$ cat src/rtl/lightbike_engine.sv
// N-player lightbike game core: trail grid, bike heads, round/match FSM, scores.
// Define LIGHTBIKE_WRAP_EN for a borderless torus playfield.
module lightbike_engine #(
  parameter int unsigned GRID_W      = 32,
  parameter int unsigned GRID_H      = 32,
  parameter int unsigned NUM_PLAYERS = 2,
  parameter int unsigned TICK_CYCLES = 2**25,
  parameter int unsigned SCORE_W     = 4,
  parameter int unsigned WIN_SCORE   = 10
) (
  input  logic                           clk,
  input  logic                           reset,
  input  logic                           start,
  input  logic                           ack,
  input  logic [NUM_PLAYERS-1:0]         turn_left,
  input  logic [NUM_PLAYERS-1:0]         turn_right,
  input  logic [$clog2(GRID_W)-1:0]      qx,
  input  logic [$clog2(GRID_H)-1:0]      qy,
  output logic                           q_trail,
  output logic [NUM_PLAYERS-1:0]         q_head,
  output logic [4:0]                     state,
  output logic [NUM_PLAYERS-1:0]         crashed,
  output logic [NUM_PLAYERS*SCORE_W-1:0] scores
);

  localparam int unsigned XW = $clog2(GRID_W);
  localparam int unsigned YW = $clog2(GRID_H);
  localparam int unsigned TW = (TICK_CYCLES > 1) ? $clog2(TICK_CYCLES) : 1;
  localparam int unsigned NP = NUM_PLAYERS;

  typedef enum logic [4:0] {
    S_IDLE  = 5'b00001,
    S_CLEAR = 5'b00010,
    S_DRIVE = 5'b00100,
    S_COLL  = 5'b01000,
    S_DONE  = 5'b10000
  } state_t;

  state_t st, st_nxt;

  logic [GRID_W-1:0]  grid [GRID_H];
  logic [XW-1:0]      hx   [NP];
  logic [YW-1:0]      hy   [NP];
  logic [1:0]         hd   [NP];
  logic [SCORE_W-1:0] sc   [NP];
  logic [NP-1:0]      lat_l, lat_r;
  logic [YW-1:0]      row;
  logic [TW-1:0]      tick;

  logic [1:0]         ndir [NP];
  logic [XW-1:0]      nx   [NP];
  logic [YW-1:0]      ny   [NP];
  logic [NP-1:0]      crash;
  logic [GRID_W-1:0]  row_init;
  logic               step_c, enter_clear_c, win_c, award_c, query_off_c;

  assign step_c        = (st == S_DRIVE) && (tick == TW'(TICK_CYCLES - 1));
  assign enter_clear_c = start && ((st == S_IDLE) || (st == S_DONE));
  assign query_off_c   = (st == S_IDLE) || (st == S_DONE);
  assign award_c       = (NP > 1) && !(&crash);
  assign state         = st;

  // Heading after the latched turn, and the cell each bike would enter
  always_comb begin
    for (int p = 0; p < NP; p++) begin
      ndir[p] = hd[p];
      if (lat_l[p] && !lat_r[p])      ndir[p] = hd[p] + 2'd1;
      else if (lat_r[p] && !lat_l[p]) ndir[p] = hd[p] - 2'd1;
      nx[p] = hx[p];
      ny[p] = hy[p];
`ifdef LIGHTBIKE_WRAP_EN
      case (ndir[p])
        2'd0:    nx[p] = (hx[p] == XW'(GRID_W - 1)) ? '0 : hx[p] + XW'(1);
        2'd1:    ny[p] = (hy[p] == '0) ? YW'(GRID_H - 1) : hy[p] - YW'(1);
        2'd2:    nx[p] = (hx[p] == '0) ? XW'(GRID_W - 1) : hx[p] - XW'(1);
        default: ny[p] = (hy[p] == YW'(GRID_H - 1)) ? '0 : hy[p] + YW'(1);
      endcase
`else
      case (ndir[p])
        2'd0:    nx[p] = hx[p] + XW'(1);
        2'd1:    ny[p] = hy[p] - YW'(1);
        2'd2:    nx[p] = hx[p] - XW'(1);
        default: ny[p] = hy[p] + YW'(1);
      endcase
`endif
    end
  end

  // Crash: wall/trail ahead, shared target cell, or head-on swap
  always_comb begin
    crash = '0;
    for (int p = 0; p < NP; p++) begin
      if (grid[ny[p]][nx[p]]) crash[p] = 1'b1;
      for (int q = 0; q < NP; q++) begin
        if (q != p) begin
          if (nx[p] == nx[q] && ny[p] == ny[q]) crash[p] = 1'b1;
          if (nx[p] == hx[q] && ny[p] == hy[q] && nx[q] == hx[p] && ny[q] == hy[p])
            crash[p] = 1'b1;
        end
      end
    end
  end

  always_comb begin
`ifdef LIGHTBIKE_WRAP_EN
    row_init = '0;
`else
    row_init = '0;
    if (row == '0 || row == YW'(GRID_H - 1)) begin
      row_init = '1;
    end else begin
      row_init[0]        = 1'b1;
      row_init[GRID_W-1] = 1'b1;
    end
`endif
  end

  always_comb begin
    win_c  = 1'b0;
    scores = '0;
    for (int p = 0; p < NP; p++) begin
      if (sc[p] == SCORE_W'(WIN_SCORE)) win_c = 1'b1;
      scores[p*SCORE_W +: SCORE_W] = sc[p];
    end
  end

  always_ff @(posedge clk) begin
    if (reset) st <= S_IDLE;
    else       st <= st_nxt;
  end

  always_comb begin
    st_nxt = st;
    case (st)
      S_IDLE:  if (start) st_nxt = S_CLEAR;
      S_CLEAR: if (row == YW'(GRID_H - 1)) st_nxt = S_DRIVE;
      S_DRIVE: if (step_c && (|crash)) st_nxt = S_COLL;
      S_COLL:  if (ack) st_nxt = win_c ? S_DONE : S_IDLE;
      S_DONE:  if (start) st_nxt = S_CLEAR;
      default: st_nxt = S_IDLE;
    endcase
  end

  // Control, scoring and query registers
  always_ff @(posedge clk) begin
    if (reset) begin
      tick    <= '0;
      row     <= '0;
      crashed <= '0;
      lat_l   <= '0;
      lat_r   <= '0;
      q_trail <= 1'b0;
      q_head  <= '0;
      for (int p = 0; p < NP; p++) sc[p] <= '0;
    end else begin
      tick <= (st == S_DRIVE) ? (step_c ? '0 : tick + TW'(1)) : '0;
      row  <= (st == S_CLEAR) ? row + YW'(1) : '0;

      if (enter_clear_c) begin
        crashed <= '0;
        lat_l   <= '0;
        lat_r   <= '0;
        if (st == S_DONE) for (int p = 0; p < NP; p++) sc[p] <= '0;
      end else if (st == S_DRIVE) begin
        // A pulse on the step cycle itself counts toward the next interval
        lat_l <= step_c ? turn_left  : (lat_l | turn_left);
        lat_r <= step_c ? turn_right : (lat_r | turn_right);
        if (step_c && (|crash)) begin
          crashed <= crash;
          if (award_c)
            for (int p = 0; p < NP; p++)
              if (!crash[p] && sc[p] != SCORE_W'(WIN_SCORE)) sc[p] <= sc[p] + SCORE_W'(1);
        end
      end

      q_trail <= query_off_c ? 1'b0 : grid[qy][qx];
      for (int p = 0; p < NP; p++)
        q_head[p] <= !query_off_c && (hx[p] == qx) && (hy[p] == qy);
    end
  end

  // Playfield and bike positions survive reset; CLEAR rebuilds them
  always_ff @(posedge clk) begin
    if (!reset) begin
      if (st == S_CLEAR) grid[row] <= row_init;
      if (enter_clear_c) begin
        for (int p = 0; p < NP; p++) begin
          hx[p] <= XW'((p + 1) * GRID_W / (NP + 1));
          hy[p] <= YW'(GRID_H / 2);
          hd[p] <= (p % 2 == 1) ? 2'd2 : 2'd0;
        end
      end else if (step_c) begin
        for (int p = 0; p < NP; p++) begin
          hd[p] <= ndir[p];
          if (!crash[p]) begin
            grid[hy[p]][hx[p]] <= 1'b1;
            hx[p] <= nx[p];
            hy[p] <= ny[p];
          end
        end
      end
    end
  end

endmodule

$ cat config.mk
export PLATFORM = sky130hd
export DESIGN_NAME = lightbike_engine
export DESIGN_NICKNAME = d
export VERILOG_FILES = /design/src/rtl/lightbike_engine.sv
export SDC_FILE = /design/constraint.sdc
export NUM_CORES = 2
export LEC_CHECK = 0
export CORE_UTILIZATION = 40
export CTS_CLUSTER_SIZE = 24
export DETAILED_ROUTE_END_ITERATION = 12
export MAX_ROUTING_LAYER = met4
export PLACE_DENSITY = 0.53
export SETUP_SLACK_MARGIN = 0.05
export SYNTH_ARGS = -nofsm -noshare
export SYNTH_HDL_FRONTEND = slang
export SYNTH_SLANG_ARGS = --single-unit
$ cat constraint.sdc
create_clock -name clk -period 7 [get_ports clk]
set_input_delay 2.1 -clock clk [delete_from_list [all_inputs] [get_ports clk]]
set_output_delay 2.1 -clock clk [all_outputs]
set_load 0.02 [all_outputs]
==> qor.txt <==
status: completed
CTS tree: built
Port Buffers: 35
Max VDD drop: 0.287 mV
total die area: 170000 um^2
remaining global-route overflow: 0
Pwr Total: 18.8 mW
Syn Nets: 7729
mean post-synth cell area: 8.76 um^2
placed cell areas: 75000 um^2
root buffer cell: clkbuf_16
share of the synthesized area in the top cell type: 29.8%
clk sinks: 1036
Post-DRT Antenna Nets: 0
Synth Warn #: 0
Worst Tran Pin Value: 1390 ps
Startpoint Class: flip-flop
H-tree level count: 4
Final Setup Violations: 0
Initial Util: 40.3%
clock latency on the worst-skew pair: 840 ps
sequential cell area: 21100 um^2
GR Util All Layers: 52.6%
hold_ws: 462 ps
TNS Setup: 0 ps
DP Cell Count: 9681
Hold Vio Cnt, Final: 0
vias in the first global route: 68.5k
Worst Hold Class: flip-flop to flip-flop
most common cell after layout, fill and taps aside: nand2_1
hpwl dp: 295 mm
Post-synth top flop: dfxtp_1
distinct cell type count of the synthesized netlist: 112
worst-path maximum fanout: 32
critical path class: flip-flop to flip-flop
clk buf depth: 3
critical path's slowest cell: o41ai_1
Largest stage delay, worst path: 480 ps
largest net degree at the start of global routing: 117
largest area contributor in the netlist: dfxtp_1
Synth Cell Area: 67400 um^2
area of the multi-input gates: 42900 um^2
Post-Layout Cell Count: 9960
Die W: 413 um
Slew Limit Fails: 0
leading post-synthesis cells by cell area: dfxtp_1 30%, mux4_2 16%, o221ai_1 7.4%, nand2_1 6.0%, o22ai_1 3.8%
starting DRC count in detailed routing: 13.6k
share of layout cells above drive strength 1: 20.8%
CP endpoint kind: flip-flop
total wire length: 446 mm
Seq/Total Area, Yosys: 31.2%
RSZ-0062 raised after global routing: yes
# IOs: 36
global placer's final weighted congestion: 1.09
P_leak: 27.8 nW
Core ar.: 167000 um^2
maxcap violations: 0
drt drc: 0
# fillers: 15.8k
Worst EP required: 7640 ps
clock-pin slew on the worst setup and hold paths: 60 ps
global-route wire length before repair: 600 mm
Tcrit/Tclk final: 98.8%
# rows: 150
Slew headroom: 7.36%
1st-pass router iterations: 7
post-DR vias/cell: 7.69
CP arrival: 7560 ps
initial antenna violation count: 37
most frequent cells in the layout: 1053 x nand2_1, 1002 x dfxtp_1, 567 x o221ai_1
Async SR Flop Fraction: 0%
Cells after Synth: 7693
via count of the routed design: 76.6k
CTS Buf Count: 131
design area: 79700 um^2
min cycle time layout: 6920 ps
Die Ht: 413 um
fmax: 145 MHz
synthesized flop and latch total: 1036
Post-synth EDFFs: 32
Area growth, synth to finish: 18.2%
Worst Skew: 41.4 ps
power per standard cell area: 235 nW/um^2
nets@finish: 7659
Routed wire per std cell: 44.8 um
timing repair:
action                                  4_1_cts  5_1_grt
hold buffers                                  0        0
cloned                                        0        0
gates resized for setup                       4       19
endpoints found under the setup margin      162      996
setup buffers                                 5        8
pin swaps                                     2        1
area by class of cell:
type,instances,share of cell area [%]
Antenna cell,32,0.100
Clock buffer,196,4.83
Clock inverter,38,0.625
Inverter,20,0.0942
Multi-Input combinational cell,5700,53.8
Sequential cell,1036,26.4
Tap cell,2204,3.46
Timing Repair Buffer,734,10.7
cells by family (layout without fill, tap and decap cells):
| logic type | after synthesis | after routing | share of synthesized area, % |
|---|---|---|---|
| multiplexers | 691 | 691 | 19.3 |
| other | 0 | 32 | 0 |
| flip-flops | 1036 | 1036 | 31.2 |
| AO/OA/AOI/OAI | 2712 | 2712 | 26.8 |
| AND/OR/NAND/NOR | 2178 | 2178 | 14.4 |
| buffers and inverters | 957 | 988 | 6.42 |
| XOR/XNOR | 101 | 101 | 1.48 |
| adder cells (fa/ha/maj) | 18 | 18 | 0.356 |
through the flow:
step,worst slack (ps),utilization [%]
finish,80.9,47.7
CTS,71.9,47.5
floorplan,855,-
global placement,-219,44.9
detailed placement,-161,44.9
global route,45.0,47.6
synthesized netlist by cell type, drive strengths merged, types with 47 or more instances:
cell type / instances
nand2: 1087
dfxtp: 1004
o21ai: 673
o221ai: 568
clkbuf: 540
a21oi: 506
mux4: 465
nand3: 417
o22ai: 411
buf: 397
nor2: 301
mux2i: 185
o211ai: 93
nor3: 66
a31oi: 63
and3: 62
a32oi: 59
nand4: 56
a22oi: 51
xor2: 48
xnor2: 47
sequential cells by signal, summed over array words and instances, names as in the netlist:
register  count
crashed       2
grid        960
hd            4
hx           10
hy           10
lat_l         2
lat_r         2
q_head        2
q_trail       1
row           5
sc            8
state         5
tick         25
critical path, delay by kind of cell (launching register included):
family,cells,cell delay (ps)
XOR/XNOR,2,400
AND/OR/NAND/NOR,4,600
AO/OA/AOI/OAI,8,1880
multiplexers,5,1310
flip-flops,1,440
adder cells (fa/ha/maj),1,280
buffers and inverters,8,1530
routing by layer:
metal  GRT usage (%)  vias up  share of wire (%)
li1                -    29915                  -
met1            64.4    38036                 37
met2            68.3     6973                 39
met3            20.4     1698                 15
met4            40.5        0                9.2
met5               -        -                  0
power breakdown:
group,internal [mW],total [mW],switching [mW]
combinational,1.78,4.99,3.21
sequential,6.23,6.62,0.386
clock,4.14,7.15,3.01
total,12.1,18.8,6.60
final timing paths:
check	startpoint	end	slack, ps	depth (start not counted)
worst min-delay path	tick[0]$_SDFF_PP0_	tick[0]$_SDFF_PP0_	460	1
worst min register to register	tick[0]$_SDFF_PP0_	tick[0]$_SDFF_PP0_	460	1
worst max-delay path	hd[0][0]$_SDFFCE_PN0P_	grid[8][0]$_DFF_P_	80	28
worst max register to register	hd[0][0]$_SDFFCE_PN0P_	grid[8][0]$_DFF_P_	80	28
Power figures use the tool's default switching activity.
